<file path="src/rtl/fetch_pkg.sv">
// Shared constants for the instruction-fetch sequencer: FSM encoding and skid-buffer sizing.
package fetch_pkg;

    localparam int unsigned SKID_DEPTH = 2;
    localparam int unsigned CNT_W      = $clog2(SKID_DEPTH + 1);

    typedef logic [1:0] state_t;

    localparam logic [1:0] S_BOOT = 2'd0;
    localparam logic [1:0] S_RUN  = 2'd1;
    localparam logic [1:0] S_STOP = 2'd2;

endpackage

</file>
<file path="src/rtl/fetch_sequencer_if.sv">
// ROM, decode and control signals of the fetch sequencer; master is the sequencer side.
interface fetch_sequencer_if #(
    parameter int unsigned DATA_LENGTH = 32,
    parameter int unsigned MEM_LENGHT  = 32
);

    localparam int unsigned AW = $clog2(MEM_LENGHT);

    logic                   run;
    logic [AW-1:0]          rom_addr;
    logic [DATA_LENGTH-1:0] rom_data;
    logic [DATA_LENGTH-1:0] instr;
    logic [AW-1:0]          instr_pc;
    logic                   instr_valid;
    logic                   instr_ready;
    logic                   redirect_valid;
    logic [AW-1:0]          redirect_pc;
    logic                   busy;

    modport master (
        input  run, rom_data, instr_ready, redirect_valid, redirect_pc,
        output rom_addr, instr, instr_pc, instr_valid, busy
    );

    modport slave (
        output run, rom_data, instr_ready, redirect_valid, redirect_pc,
        input  rom_addr, instr, instr_pc, instr_valid, busy
    );

endinterface

</file>
<file path="src/rtl/fetch_skid_buf.sv">
// Two-entry shift FIFO of {pc, instr}; entry 0 is always the head so outputs come straight from flops.
module fetch_skid_buf
    import fetch_pkg::*;
#(
    parameter int unsigned DATA_LENGTH = 32,
    parameter int unsigned AW          = 5
) (
    input  logic                   clk,
    input  logic                   rst,
    input  logic                   push,
    input  logic [AW-1:0]          push_pc,
    input  logic [DATA_LENGTH-1:0] push_instr,
    input  logic                   pop,
    input  logic                   flush,
    output logic [AW-1:0]          head_pc,
    output logic [DATA_LENGTH-1:0] head_instr,
    output logic                   head_valid,
    output logic [CNT_W-1:0]       count
);

    logic [AW-1:0]          pc0_q, pc0_d, pc1_q, pc1_d;
    logic [DATA_LENGTH-1:0] ins0_q, ins0_d, ins1_q, ins1_d;
    logic [CNT_W-1:0]       count_q, count_d;
    logic                   valid_q, valid_d;

    always_comb begin
        pc0_d   = pc0_q;
        pc1_d   = pc1_q;
        ins0_d  = ins0_q;
        ins1_d  = ins1_q;
        count_d = count_q;
        if (flush) begin
            count_d = '0;
        end else begin
            case ({push, pop})
                2'b10: begin
                    if (count_q == '0) begin
                        pc0_d  = push_pc;
                        ins0_d = push_instr;
                    end else begin
                        pc1_d  = push_pc;
                        ins1_d = push_instr;
                    end
                    count_d = count_q + CNT_W'(1);
                end
                2'b01: begin
                    pc0_d   = pc1_q;
                    ins0_d  = ins1_q;
                    count_d = count_q - CNT_W'(1);
                end
                2'b11: begin
                    // Simultaneous push/pop: the new entry lands behind whatever remains.
                    if (count_q == CNT_W'(1)) begin
                        pc0_d  = push_pc;
                        ins0_d = push_instr;
                    end else begin
                        pc0_d  = pc1_q;
                        ins0_d = ins1_q;
                        pc1_d  = push_pc;
                        ins1_d = push_instr;
                    end
                end
                default: ;
            endcase
        end
        valid_d = (count_d != '0);
    end

    always_ff @(posedge clk) begin
        if (rst) begin
            pc0_q   <= '0;
            pc1_q   <= '0;
            ins0_q  <= '0;
            ins1_q  <= '0;
            count_q <= '0;
            valid_q <= 1'b0;
        end else begin
            pc0_q   <= pc0_d;
            pc1_q   <= pc1_d;
            ins0_q  <= ins0_d;
            ins1_q  <= ins1_d;
            count_q <= count_d;
            valid_q <= valid_d;
        end
    end

    no_push_when_full: assert property (@(posedge clk) disable iff (rst)
        !(push && !pop && !flush && count_q == CNT_W'(SKID_DEPTH)));

    assign head_pc    = pc0_q;
    assign head_instr = ins0_q;
    assign head_valid = valid_q;
    assign count      = count_q;

endmodule

</file>
<file path="src/rtl/fetch_sequencer.sv">
// Instruction-fetch controller: owns the PC, tracks the single in-flight ROM read and feeds decode.
module fetch_sequencer
    import fetch_pkg::*;
#(
    parameter int unsigned DATA_LENGTH = 32,
    parameter int unsigned MEM_LENGHT  = 32,
    parameter int unsigned RESET_PC    = 0
) (
    input  logic              clk,
    input  logic              rst,
    fetch_sequencer_if.master bus
);

    localparam int unsigned AW    = $clog2(MEM_LENGHT);
    localparam int unsigned SUM_W = CNT_W + 1;

    logic [1:0]       state_q, state_d;
    logic [AW-1:0]    pc_q, pc_d;
    logic             inflight_q, inflight_d;
    logic [AW-1:0]    inflight_pc_q, inflight_pc_d;
    logic             busy_q, busy_d;

    logic             head_valid;
    logic [CNT_W-1:0] count;
    logic             pop_c, redirect_c, issue_c;
    logic [SUM_W-1:0] occ_c;
    logic [AW-1:0]    pc_inc_c;

    // Occupancy after this edge's push/pop; crediting the pop keeps one fetch per cycle streaming.
    always_comb begin
        pop_c      = head_valid & bus.instr_ready;
        redirect_c = bus.redirect_valid && (state_q != S_BOOT);
        occ_c      = SUM_W'(count) + SUM_W'(inflight_q) - SUM_W'(pop_c);
        issue_c    = (state_q == S_RUN) && bus.run && !redirect_c &&
                     (occ_c < SUM_W'(SKID_DEPTH));
        pc_inc_c   = (pc_q == AW'(MEM_LENGHT - 1)) ? '0 : pc_q + AW'(1);
    end

    always_comb begin
        state_d       = state_q;
        pc_d          = pc_q;
        inflight_d    = 1'b0;
        inflight_pc_d = inflight_pc_q;
        case (state_q)
            S_BOOT:  if (bus.run)  state_d = S_RUN;
            S_RUN:   if (!bus.run) state_d = S_STOP;
            S_STOP:  if (bus.run)  state_d = S_RUN;
            default: state_d = S_BOOT;
        endcase
        if (redirect_c) begin
            pc_d = bus.redirect_pc;
        end else if (issue_c) begin
            pc_d          = pc_inc_c;
            inflight_d    = 1'b1;
            inflight_pc_d = pc_q;
        end
        busy_d = !redirect_c && ((occ_c != '0) || inflight_d);
    end

    always_ff @(posedge clk) begin
        if (rst) begin
            state_q       <= S_BOOT;
            pc_q          <= AW'(RESET_PC);
            inflight_q    <= 1'b0;
            inflight_pc_q <= '0;
            busy_q        <= 1'b0;
        end else begin
            state_q       <= state_d;
            pc_q          <= pc_d;
            inflight_q    <= inflight_d;
            inflight_pc_q <= inflight_pc_d;
            busy_q        <= busy_d;
        end
    end

    // The ROM samples pc_q at the issue edge, so its data is ready to push the following cycle.
    fetch_skid_buf #(
        .DATA_LENGTH (DATA_LENGTH),
        .AW          (AW)
    ) u_skid (
        .clk        (clk),
        .rst        (rst),
        .push       (inflight_q),
        .push_pc    (inflight_pc_q),
        .push_instr (bus.rom_data),
        .pop        (pop_c),
        .flush      (redirect_c),
        .head_pc    (bus.instr_pc),
        .head_instr (bus.instr),
        .head_valid (head_valid),
        .count      (count)
    );

    assign bus.rom_addr    = pc_q;
    assign bus.instr_valid = head_valid;
    assign bus.busy        = busy_q;

endmodule

</file>
<file path="src/flat_wrapper.sv">
// flat-port wrapper written by rule: the top's interface ports become plain ports
module fetch_sequencer_flat import fetch_pkg::*;
#(
    parameter int unsigned DATA_LENGTH = 32,
    parameter int unsigned MEM_LENGHT  = 32,
    parameter int unsigned RESET_PC    = 0
)
  (clk, rst, bus_run, bus_rom_data, bus_instr_ready, bus_redirect_valid, bus_redirect_pc, bus_rom_addr, bus_instr, bus_instr_pc, bus_instr_valid, bus_busy);
  fetch_sequencer_if #(.DATA_LENGTH(DATA_LENGTH), .MEM_LENGHT(MEM_LENGHT)) bus_i ();
  input  logic clk;
  input  logic rst;
  input wire logic [$bits(bus_i.run)-1:0] bus_run;
  input wire logic [$bits(bus_i.rom_data)-1:0] bus_rom_data;
  input wire logic [$bits(bus_i.instr_ready)-1:0] bus_instr_ready;
  input wire logic [$bits(bus_i.redirect_valid)-1:0] bus_redirect_valid;
  input wire logic [$bits(bus_i.redirect_pc)-1:0] bus_redirect_pc;
  output wire logic [$bits(bus_i.rom_addr)-1:0] bus_rom_addr;
  output wire logic [$bits(bus_i.instr)-1:0] bus_instr;
  output wire logic [$bits(bus_i.instr_pc)-1:0] bus_instr_pc;
  output wire logic [$bits(bus_i.instr_valid)-1:0] bus_instr_valid;
  output wire logic [$bits(bus_i.busy)-1:0] bus_busy;
  assign bus_i.run = bus_run;
  assign bus_i.rom_data = bus_rom_data;
  assign bus_i.instr_ready = bus_instr_ready;
  assign bus_i.redirect_valid = bus_redirect_valid;
  assign bus_i.redirect_pc = bus_redirect_pc;
  assign bus_rom_addr = bus_i.rom_addr;
  assign bus_instr = bus_i.instr;
  assign bus_instr_pc = bus_i.instr_pc;
  assign bus_instr_valid = bus_i.instr_valid;
  assign bus_busy = bus_i.busy;
  fetch_sequencer #(.DATA_LENGTH(DATA_LENGTH), .MEM_LENGHT(MEM_LENGHT), .RESET_PC(RESET_PC)) u_core (.clk(clk), .rst(rst), .bus(bus_i));
endmodule
</file>
<file path="config.mk">
export PLATFORM = sky130hd
export DESIGN_NAME = fetch_sequencer_flat
export DESIGN_NICKNAME = d
export VERILOG_FILES = /design/src/rtl/fetch_pkg.sv /design/src/rtl/fetch_sequencer_if.sv /design/src/rtl/fetch_skid_buf.sv /design/src/rtl/fetch_sequencer.sv /design/src/flat_wrapper.sv
export SDC_FILE = /design/constraint.sdc
export NUM_CORES = 1
export LEC_CHECK = 0
export CAP_MARGIN = 30
export CORE_MARGIN = 2
export CORE_UTILIZATION = 45
export DETAILED_ROUTE_END_ITERATION = 10
export GPL_TIMING_DRIVEN = 0
export HOLD_SLACK_MARGIN = 0.08
export PLACE_DENSITY = 0.78
export SYNTH_ARGS = -nofsm -noshare
export SYNTH_HDL_FRONTEND = slang
export SYNTH_SLANG_ARGS = --single-unit
</file>
<file path="constraint.sdc">
create_clock -name clk -period 2.6 [get_ports clk]
set_input_delay 0.52 -clock clk [delete_from_list [all_inputs] [get_ports clk]]
set_output_delay 0.52 -clock clk [all_outputs]
set_load 0.01 [all_outputs]
</file>
==> flow_metrics.py, run 1 <==
metrics = {
    "run_status": {
        "outcome": "finished clean",
    },
    "synth": {
        "yosys.area_share.simple_pct": 15.2,
        "synth_warnings": 0,
        "ys_top_cells_by_count": "dfxtp_1, nand2_1, nor2_1",
        "syn-mean-instance-area_um2": 9.05,
        "synth_compound_area_share_pct": 26.1,
        "ys_seq_area_share_pct": 46.7,
        "synth_fa_ha_area_share_pct": 3.72,
        "synth.distinct_cells": 35,
        "syn_area_um2": 3900,
        "synth_top_family_by_area": "compound AO/OA/AOI/OAI gates",
        "synthArstFlopShare_pct": 0,
        "ys_seq_elements": 91,
        "synth_nets": 484,
        "synth-edff-count": 0,
        "yosys-top-cells-area": "dfxtp_1, a211oi_2, nand2_1",
        "synth_xor_area_share_pct": 0.898,
        "yosysMostFrequentCell": "dfxtp_1",
        "synth-main-ff-cell": "dfxtp_1",
        "syn_inst": 431,
        "synth_top_cell_area_share_pct": 46.7,
        "muxShareOfSynthArea_pct": 2.31,
        "yosysTopAreaCell": "dfxtp_1",
    },
    "sta": {
        "finalSetupViolations": 0,
        "tightest_slew_ns": 0.683,
        "hold_viol": 0,
        "fmax_ghz": 0.432,
        "fin_tns_setup_ns": 0,
        "slew_headroom_pct": 54.5,
        "period_share_pct": 89.0,
        "finalCriticalPeriod_ns": 2.32,
        "grt_setup_unrepaired": "false",
        "skew_ns": 0.00873,
        "fin_hold_ws_ns": 0.458,
        "drv_slew": 0,
    },
    "clocking": {
        "clkSinkCount": 91,
        "cts_root_buf": "clkbuf_8",
        "postCtsHoldBufs": 0,
        "clock_latency_ns": 0.36,
        "cts_buffer_depth": 2,
        "clk_pin_slew_worst_paths_ns": 0.09,
        "h-tree-depth": 3,
        "cts_inserted_buffers": 9,
        "cts_tree": "done",
    },
    "finish": {
        "regArea_um2": 1820,
        "nets": 584,
        "n_antenna_cell": 0,
        "fillCellCount": 738,
        "syn2layout_area_growth_pct": 33.0,
        "multiInputGateArea_um2": 1930,
        "stdcell_area_um2": 5190,
        "drive_gt1_share_pct": 15.1,
        "final_cells": 641,
    },
    "route": {
        "drt-total-wl_um": 9380,
        "avgRoutedWirePerCell_um": 14.6,
        "vias": 3412,
        "drtIter0Drc": 107,
        "first_pass_iters": 5,
        "final_antenna_net_count": 0,
        "drc": 0,
        "viasPerCell": 5.32,
    },
    "placed_design": {
        "gp_congestion": 0.757,
        "dpl.cell_count": 621,
        "dp_hpwl_um": 6730,
        "dpl_cell_area_um2": 4880,
        "io_buffers": 85,
    },
    "die": {
        "die_x_um": 97.1,
        "initial_core_util_pct": 47.0,
        "row_count": 33,
        "die-area_um2": 9430,
        "die_h_um": 97.1,
        "core_um2": 8300,
        "ios": 86,
    },
    "grt": {
        "grt_usage_pct": 20.2,
        "antenna_found_initial": 0,
        "grt_pass1_wl_um": 15900,
        "overflow": 0,
        "grt_start_max_net_pins": 16,
        "first_global_vias": 3393,
    },
    "critical_path": {
        "crit_required_ns": 2.84,
        "path_class": "flop to flop",
        "path_delay_family": "adder cells",
        "crit_arrival_ns": 2.56,
        "cp-start-kind": "flop",
        "path_cells": "and2_4 > ha_4 > inv_2 > ha_4 > inv_2 > fa_2 > xnor2_2 > nand3_4 > buf_8 > a221o_1",
        "cp-end-kind": "flop",
        "crit_fanout": 5,
        "rrSetupSlack_ns": 0.28,
        "cpPeakStageDelay_ns": 0.37,
        "critical_path_buf_inv_count": 3,
        "crit_slowest_cell": "fa_2",
    },
    "pwr": {
        "power_leakage_nw": 1.81,
        "p_total_w": 0.00270,
        "peakVddDrop_mv": 0.346,
        "p_per_area_nw_per_um2": 519,
    },
    "job": {
        "cap_viol_max_count": 0,
    },
    "min_path": {
        "hp-class": "flop to flop",
    },
}
==> cells in the final DEF (no fill, tap or decap), types with 3 or more instances in the layout <==
master	synthesis	layout
a22oi_1	37	37
a211oi_1	8	8
ha_1	10	8
clkbuf_1	13	14
a211oi_2	30	30
dfxtp_1	91	91
a21oi_1	40	40
buf_4	7	9
nor2_1	53	53
buf_2	13	13
clkdlybuf4s50_1	0	84
mux2i_1	9	9
xnor2_1	4	3
inv_1	9	7
o21ai_0	3	3
nand2_1	80	80
clkbuf_8	0	10
==> registers in the layout, indices dropped and copies added, names as in the netlist, 2 cells and up <==
name                      flops
u_core.bus.rom_addr           5
u_core.inflight_pc_q          5
u_core.state_q                2
u_core.u_skid.count           2
u_core.u_skid.head_instr     32
u_core.u_skid.head_pc         5
u_core.u_skid.ins1_q         32
u_core.u_skid.pc1_q           5
==> worst register-to-register path, cell delays in order (launching register included) <==
cell and delay (ns):
dfxtp_1 0.32, and2_4 0.18, ha_4 0.26, inv_2 0.06
ha_4 0.12, inv_2 0.03, fa_2 0.37, xnor2_2 0.25
nand3_4 0.14, buf_8 0.16, a221o_1 0.31
==> through the flow <==
stage / util [%] / setup slack (ns)
6_report: 62.6 / 0.285
5_1_grt: 62.6 / 0.207
4_1_cts: 61.8 / 0.0852
3_5_place_dp: 58.9 / -0.609
3_3_place_gp: 58.9 / -0.526
2_1_floorplan: - / 0.00701
==> power by group <==
| group | leakage [nW] | internal [W] | switching [W] | total, W |
|---|---|---|---|---|
| sequential | 0.736 | 0.00142 | 0.0000203 | 0.00144 |
| clock | 0.0957 | 0.000474 | 0.000498 | 0.000973 |
| combinational | 0.978 | 0.000150 | 0.000131 | 0.000281 |
| total | 1.81 | 0.00205 | 0.000650 | 0.00270 |
==> logic make-up after synthesis <==
family,count (synthesis)
AOI/OAI and AO/OA,128
xor gates and xnor gates,4
adders and majority gates,11
buffers and inverters,42
DFF,91
muxes,9
and+or+nand+nor,146
==> final timing paths <==
path	endpoint	from	depth (start not counted)
setup reg to reg	u_core.bus.rom_addr[3]	u_core.u_skid.head_valid	10
setup / recovery	u_core.bus.rom_addr[3]	u_core.u_skid.head_valid	10
hold reg to reg	u_core.u_skid.ins1_q[27]	u_core.u_skid.ins1_q[27]	2
hold / removal	u_core.u_skid.ins1_q[27]	u_core.u_skid.ins1_q[27]	2
==> routing by layer <==
metal,part of all wire (%),routed length (um),global-route usage [%]
met4,0.93,87,4.88
met1,45,4180,25.4
met5,0,0,0
met3,5.2,490,5.32
met2,49,4630,34.6
==> timing repair <==
action,in CTS,in global routing
gates cloned,0,1
pin swaps,2,6
resized for setup,6,7
setup buffers,1,2
endpoints found under the setup margin,9,2
==> final cells by class <==
cell class                      count  area share (%)
Sequential cell                    91            35.1
Multi-Input combinational cell    298            37.1
Clock inverter                      5            1.21
Buffer                             33            3.35
Clock buffer                       11            2.72
Timing Repair Buffer               89            17.4
Tap cell                          105            2.53
Inverter                            9           0.651
Note: power is estimated with default switching activity, not from simulation.
==> run 2: changes to the inputs <==
Settings changed: SKIP_CTS_REPAIR_TIMING set to 1.
==> run 2 against run 1 <==
Effect of this change:
- sequential share of layout area about the same
- critical path depth rose by 1
- largest power group unchanged
- global-route usage is 0.082 points lower
- clock-buffer cell count is the same
- design area barely moved
- largest cell class unchanged
- combinational power hardly changed
- register-to-register slack better by 0.04 ns
- critical endpoint unchanged
- first-iteration DRC count is 3.7% higher
- sequential power is essentially flat
- maximum frequency decreased by 8.8%
- clock power about the same
==> flow_metrics.py, run 2 (synthesis results as in run 1) <==
metrics = {
    "run_status": {
        "outcome": "finished clean",
    },
    "critical_path": {
        "crit_fanout": 5,
        "crit_required_ns": 2.85,
        "crit_arrival_ns": 2.78,
        "cp-end-kind": "flop",
        "reg2regPathDepth": 10,
        "cp-start-kind": "primary input",
        "path_class": "primary input to flop",
    },
    "finish": {
        "final_cells": 641,
        "regArea_um2": 1820,
        "utilization_pct": 62.5,
        "drive_gt1_share_pct": 15.1,
        "final_cell_mix": "dfxtp_1, clkdlybuf4s50_1, nand2_1",
        "multiInputGateArea_um2": 1930,
        "syn2layout_area_growth_pct": 33.0,
        "nets": 584,
        "final_common_cell": "dfxtp_1",
        "n_antenna_cell": 0,
        "fillCellCount": 739,
    },
    "grt": {
        "overflow": 0,
        "grt_pass1_wl_um": 15800,
        "grt_start_max_net_pins": 16,
        "antenna_found_initial": 0,
        "first_global_vias": 3380,
        "grt_usage_pct": 20.1,
    },
    "route": {
        "first_pass_iters": 4,
        "viasPerCell": 5.34,
        "drtIter0Drc": 111,
        "vias": 3421,
        "drt-total-wl_um": 9340,
        "drc": 0,
        "final_antenna_net_count": 0,
        "avgRoutedWirePerCell_um": 14.6,
    },
    "sta": {
        "drv_slew": 0,
        "slew_headroom_pct": 54.5,
        "finalCriticalPeriod_ns": 2.54,
        "hold_viol": 0,
        "tightest_slew_ns": 0.683,
        "fmax_ghz": 0.394,
        "period_share_pct": 97.6,
        "fin_tns_setup_ns": 0,
        "skew_ns": 0.00896,
        "finalSetupViolations": 0,
        "postLayoutSetupSlackWorst_ns": 0.0627,
    },
    "pwr": {
        "p_per_area_nw_per_um2": 520,
        "power_leakage_nw": 1.80,
        "p_total_w": 0.00270,
        "peakVddDrop_mv": 0.346,
    },
    "placed_design": {
        "dp_hpwl_um": 6730,
        "dpl.cell_count": 621,
        "io_buffers": 85,
        "dpl_worst_slack_ns": -0.609,
        "gp_congestion": 0.757,
    },
    "clocking": {
        "clkSinkCount": 91,
        "cts_tree": "done",
        "h-tree-depth": 3,
        "clk_pin_slew_worst_paths_ns": 0.09,
        "cts_inserted_buffers": 9,
        "cts_buffer_depth": 2,
        "cts_root_buf": "clkbuf_8",
        "clock_latency_ns": 0.36,
    },
    "die": {
        "initial_core_util_pct": 47.0,
        "die_h_um": 97.1,
        "core_um2": 8300,
        "die-area_um2": 9430,
        "die_x_um": 97.1,
        "ios": 86,
        "row_count": 33,
    },
    "min_path": {
        "hold_depth": 2,
        "hp-class": "flop to flop",
    },
    "job": {
        "cap_viol_max_count": 0,
    },
}
## run 2: critical path, stage by stage
cell             delay [ns]
clkdlybuf4s50_1        0.45
and2_4                 0.17
ha_4                   0.22
inv_2                  0.06
ha_4                   0.12
inv_2                  0.03
fa_2                   0.37
xnor2_2                0.22
nand3_4                0.14
buf_8                  0.16
a221o_1                0.31
## run 2: layout make-up
cell class,instances,share of cell area (%)
Clock buffer,11,2.72
Buffer,33,3.35
Inverter,9,0.651
Multi-Input combinational cell,298,37.1
Timing Repair Buffer,89,17.3
Clock inverter,5,1.21
Tap cell,105,2.53
Sequential cell,91,35.1
## run 2: final timing paths
path | from | endpoint | slack (ns)
setup / recovery | bus_instr_ready | u_core.bus.rom_addr[3] | 0.06
hold / removal | u_core.u_skid.ins1_q[27] | u_core.u_skid.ins1_q[27] | 0.46
setup reg to reg | u_core.u_skid.head_valid | u_core.bus.rom_addr[3] | 0.32
hold reg to reg | u_core.u_skid.ins1_q[27] | u_core.u_skid.ins1_q[27] | 0.46
## run 2: per-stage QoR
stage	hold WS [ns]	area, um2
2_1_floorplan	0.436	3900
4_1_cts	0.459	5090
3_3_place_gp	0.442	4880
5_1_grt	0.475	5190
3_5_place_dp	0.446	4880
6_report	0.458	5190
## run 2: where the power goes
group	internal, W	switching (W)	total (W)	leakage (nW)
clock network	0.000474	0.000502	0.000976	0.0957
registers	0.00142	0.0000204	0.00144	0.736
logic	0.000150	0.000131	0.000281	0.969
total	0.00205	0.000653	0.00270	1.80
## run 2: layer usage
metal | global-route usage [%] | wire, um | vias to the layer above
met5 | 0 | 0 | -
met3 | 5.32 | 487 | 12
met2 | 34.3 | 4570 | 91
li1 | - | - | 1703
met4 | 4.88 | 112 | 0
met1 | 25.4 | 4170 | 1615
==> run 3: changes to the inputs <==
Settings changed: MAX_ROUTING_LAYER set to met4.
==> run 3 against run 2 <==
Effect of this change:
- via count about the same
- cell count is the same
- flip-flop and latch count unchanged
- worst hold slack is essentially flat
- clock skew about the same
- clock-buffer cell count did not move
- critical path type unchanged
- critical endpoint unchanged
- power hardly changed
==> flow_metrics.py, run 3 (synthesis results as in run 1) <==
metrics = {
    "finish": {
        "n_antenna_cell": 0,
        "syn2layout_area_growth_pct": 33.0,
        "fillCellCount": 739,
        "nets": 584,
        "final_cell_mix": "dfxtp_1, clkdlybuf4s50_1, nand2_1",
        "utilization_pct": 62.5,
        "final_common_cell": "dfxtp_1",
        "drive_gt1_share_pct": 15.1,
    },
    "sta": {
        "fin_tns_setup_ns": 0,
        "drv_slew": 0,
        "postLayoutSetupSlackWorst_ns": 0.0612,
        "finalSetupViolations": 0,
        "period_share_pct": 97.6,
        "slew_headroom_pct": 54.5,
        "tightest_slew_ns": 0.682,
        "hold_viol": 0,
        "skew_ns": 0.00885,
        "finalCriticalPeriod_ns": 2.54,
        "fmax_ghz": 0.394,
    },
    "route": {
        "vias": 3424,
        "avgRoutedWirePerCell_um": 14.6,
        "first_pass_iters": 4,
        "viasPerCell": 5.34,
        "drc": 0,
        "drtIter0Drc": 109,
        "final_antenna_net_count": 0,
        "drt-total-wl_um": 9360,
    },
    "clocking": {
        "clk_pin_slew_worst_paths_ns": 0.09,
        "clock_latency_ns": 0.36,
        "cts_buffer_depth": 2,
        "cts_inserted_buffers": 9,
        "cts_tree": "done",
        "h-tree-depth": 3,
        "cts_root_buf": "clkbuf_8",
        "clkSinkCount": 91,
    },
    "pwr": {
        "power_leakage_nw": 1.80,
        "p_per_area_nw_per_um2": 520,
        "peakVddDrop_mv": 0.346,
    },
    "grt": {
        "overflow": 0,
        "grt_pass1_wl_um": 15800,
        "first_global_vias": 3383,
        "antenna_found_initial": 0,
        "grt_start_max_net_pins": 16,
        "grt_usage_pct": 20.7,
    },
    "die": {
        "die-area_um2": 9430,
        "row_count": 33,
        "initial_core_util_pct": 47.0,
        "die_h_um": 97.1,
        "die_x_um": 97.1,
        "ios": 86,
        "core_um2": 8300,
    },
    "run_status": {
        "outcome": "finished clean",
    },
    "critical_path": {
        "cp-end-kind": "flop",
        "crit_fanout": 5,
        "crit_required_ns": 2.85,
        "cp-start-kind": "primary input",
        "crit_arrival_ns": 2.78,
        "path_class": "primary input to flop",
    },
    "job": {
        "cap_viol_max_count": 0,
    },
    "placed_design": {
        "dp_hpwl_um": 6730,
        "gp_congestion": 0.767,
        "dpl_worst_slack_ns": -0.609,
        "io_buffers": 85,
    },
    "min_path": {
        "hp-class": "flop to flop",
    },
}
-- run 3: cell counts in the layout (fill, tap and decap cells not counted) --
No cell type changed its count.
-- run 3: routing by layer --
metal	part of all wire (%)	wire [um]	vias up	track usage, %
met5	0	0	-	-
met4	1.1	100	0	4.55
met3	5.2	490	13	5.40
met2	49	4570	97	34.4
met1	45	4190	1610	25.4
li1	-	-	1704	-
-- run 3: through the flow --
stage / power (W) / area, um2 / hold WS (ns) / instances
5_1_grt: 0.00279 / 5190 / 0.475 / 641
3_5_place_dp: 0.00175 / 4880 / 0.446 / 621
6_report: 0.00270 / 5190 / 0.458 / 641
4_1_cts: 0.00271 / 5090 / 0.459 / 637
2_1_floorplan: 0.00160 / 3900 / 0.436 / 431
3_3_place_gp: 0.00174 / 4880 / 0.442 / 621
-- run 3: final timing paths --
check	slack (ns)	cells after the start	startpoint	to
max	0.06	11	bus_instr_ready	u_core.bus.rom_addr[3]
min reg2reg	0.46	2	u_core.u_skid.ins1_q[27]	u_core.u_skid.ins1_q[27]
min	0.46	2	u_core.u_skid.ins1_q[27]	u_core.u_skid.ins1_q[27]
max reg2reg	0.32	10	u_core.u_skid.head_valid	u_core.bus.rom_addr[3]
-- run 3: critical path, stage by stage --
cell and delay, ns:
clkdlybuf4s50_1 0.45, and2_4 0.17, ha_4 0.22, inv_2 0.06
ha_4 0.12, inv_2 0.03, fa_2 0.37, xnor2_2 0.22
nand3_4 0.14, buf_8 0.16, a221o_1 0.31
-- run 3: cell type report --
class / instances / area, um2 / share of cell area [%]
clock inverters: 5 / 62.6 / 1.21
well taps: 105 / 131 / 2.53
plain buffers: 33 / 174 / 3.35
flip-flops and latches: 91 / 1820 / 35.1
multi-input cells: 298 / 1930 / 37.1
inverters: 9 / 33.8 / 0.651
repair buffers: 89 / 898 / 17.3
clock buffers: 11 / 141 / 2.72
-- run 3: power breakdown --
| group | internal (W) | leakage, nW | switching (W) | total (W) |
|---|---|---|---|---|
| Sequential | 0.00142 | 0.736 | 0.0000203 | 0.00144 |
| Clock | 0.000474 | 0.0957 | 0.000501 | 0.000975 |
| Combinational | 0.000150 | 0.969 | 0.000131 | 0.000281 |
| Total | 0.00205 | 1.80 | 0.000652 | 0.00270 |
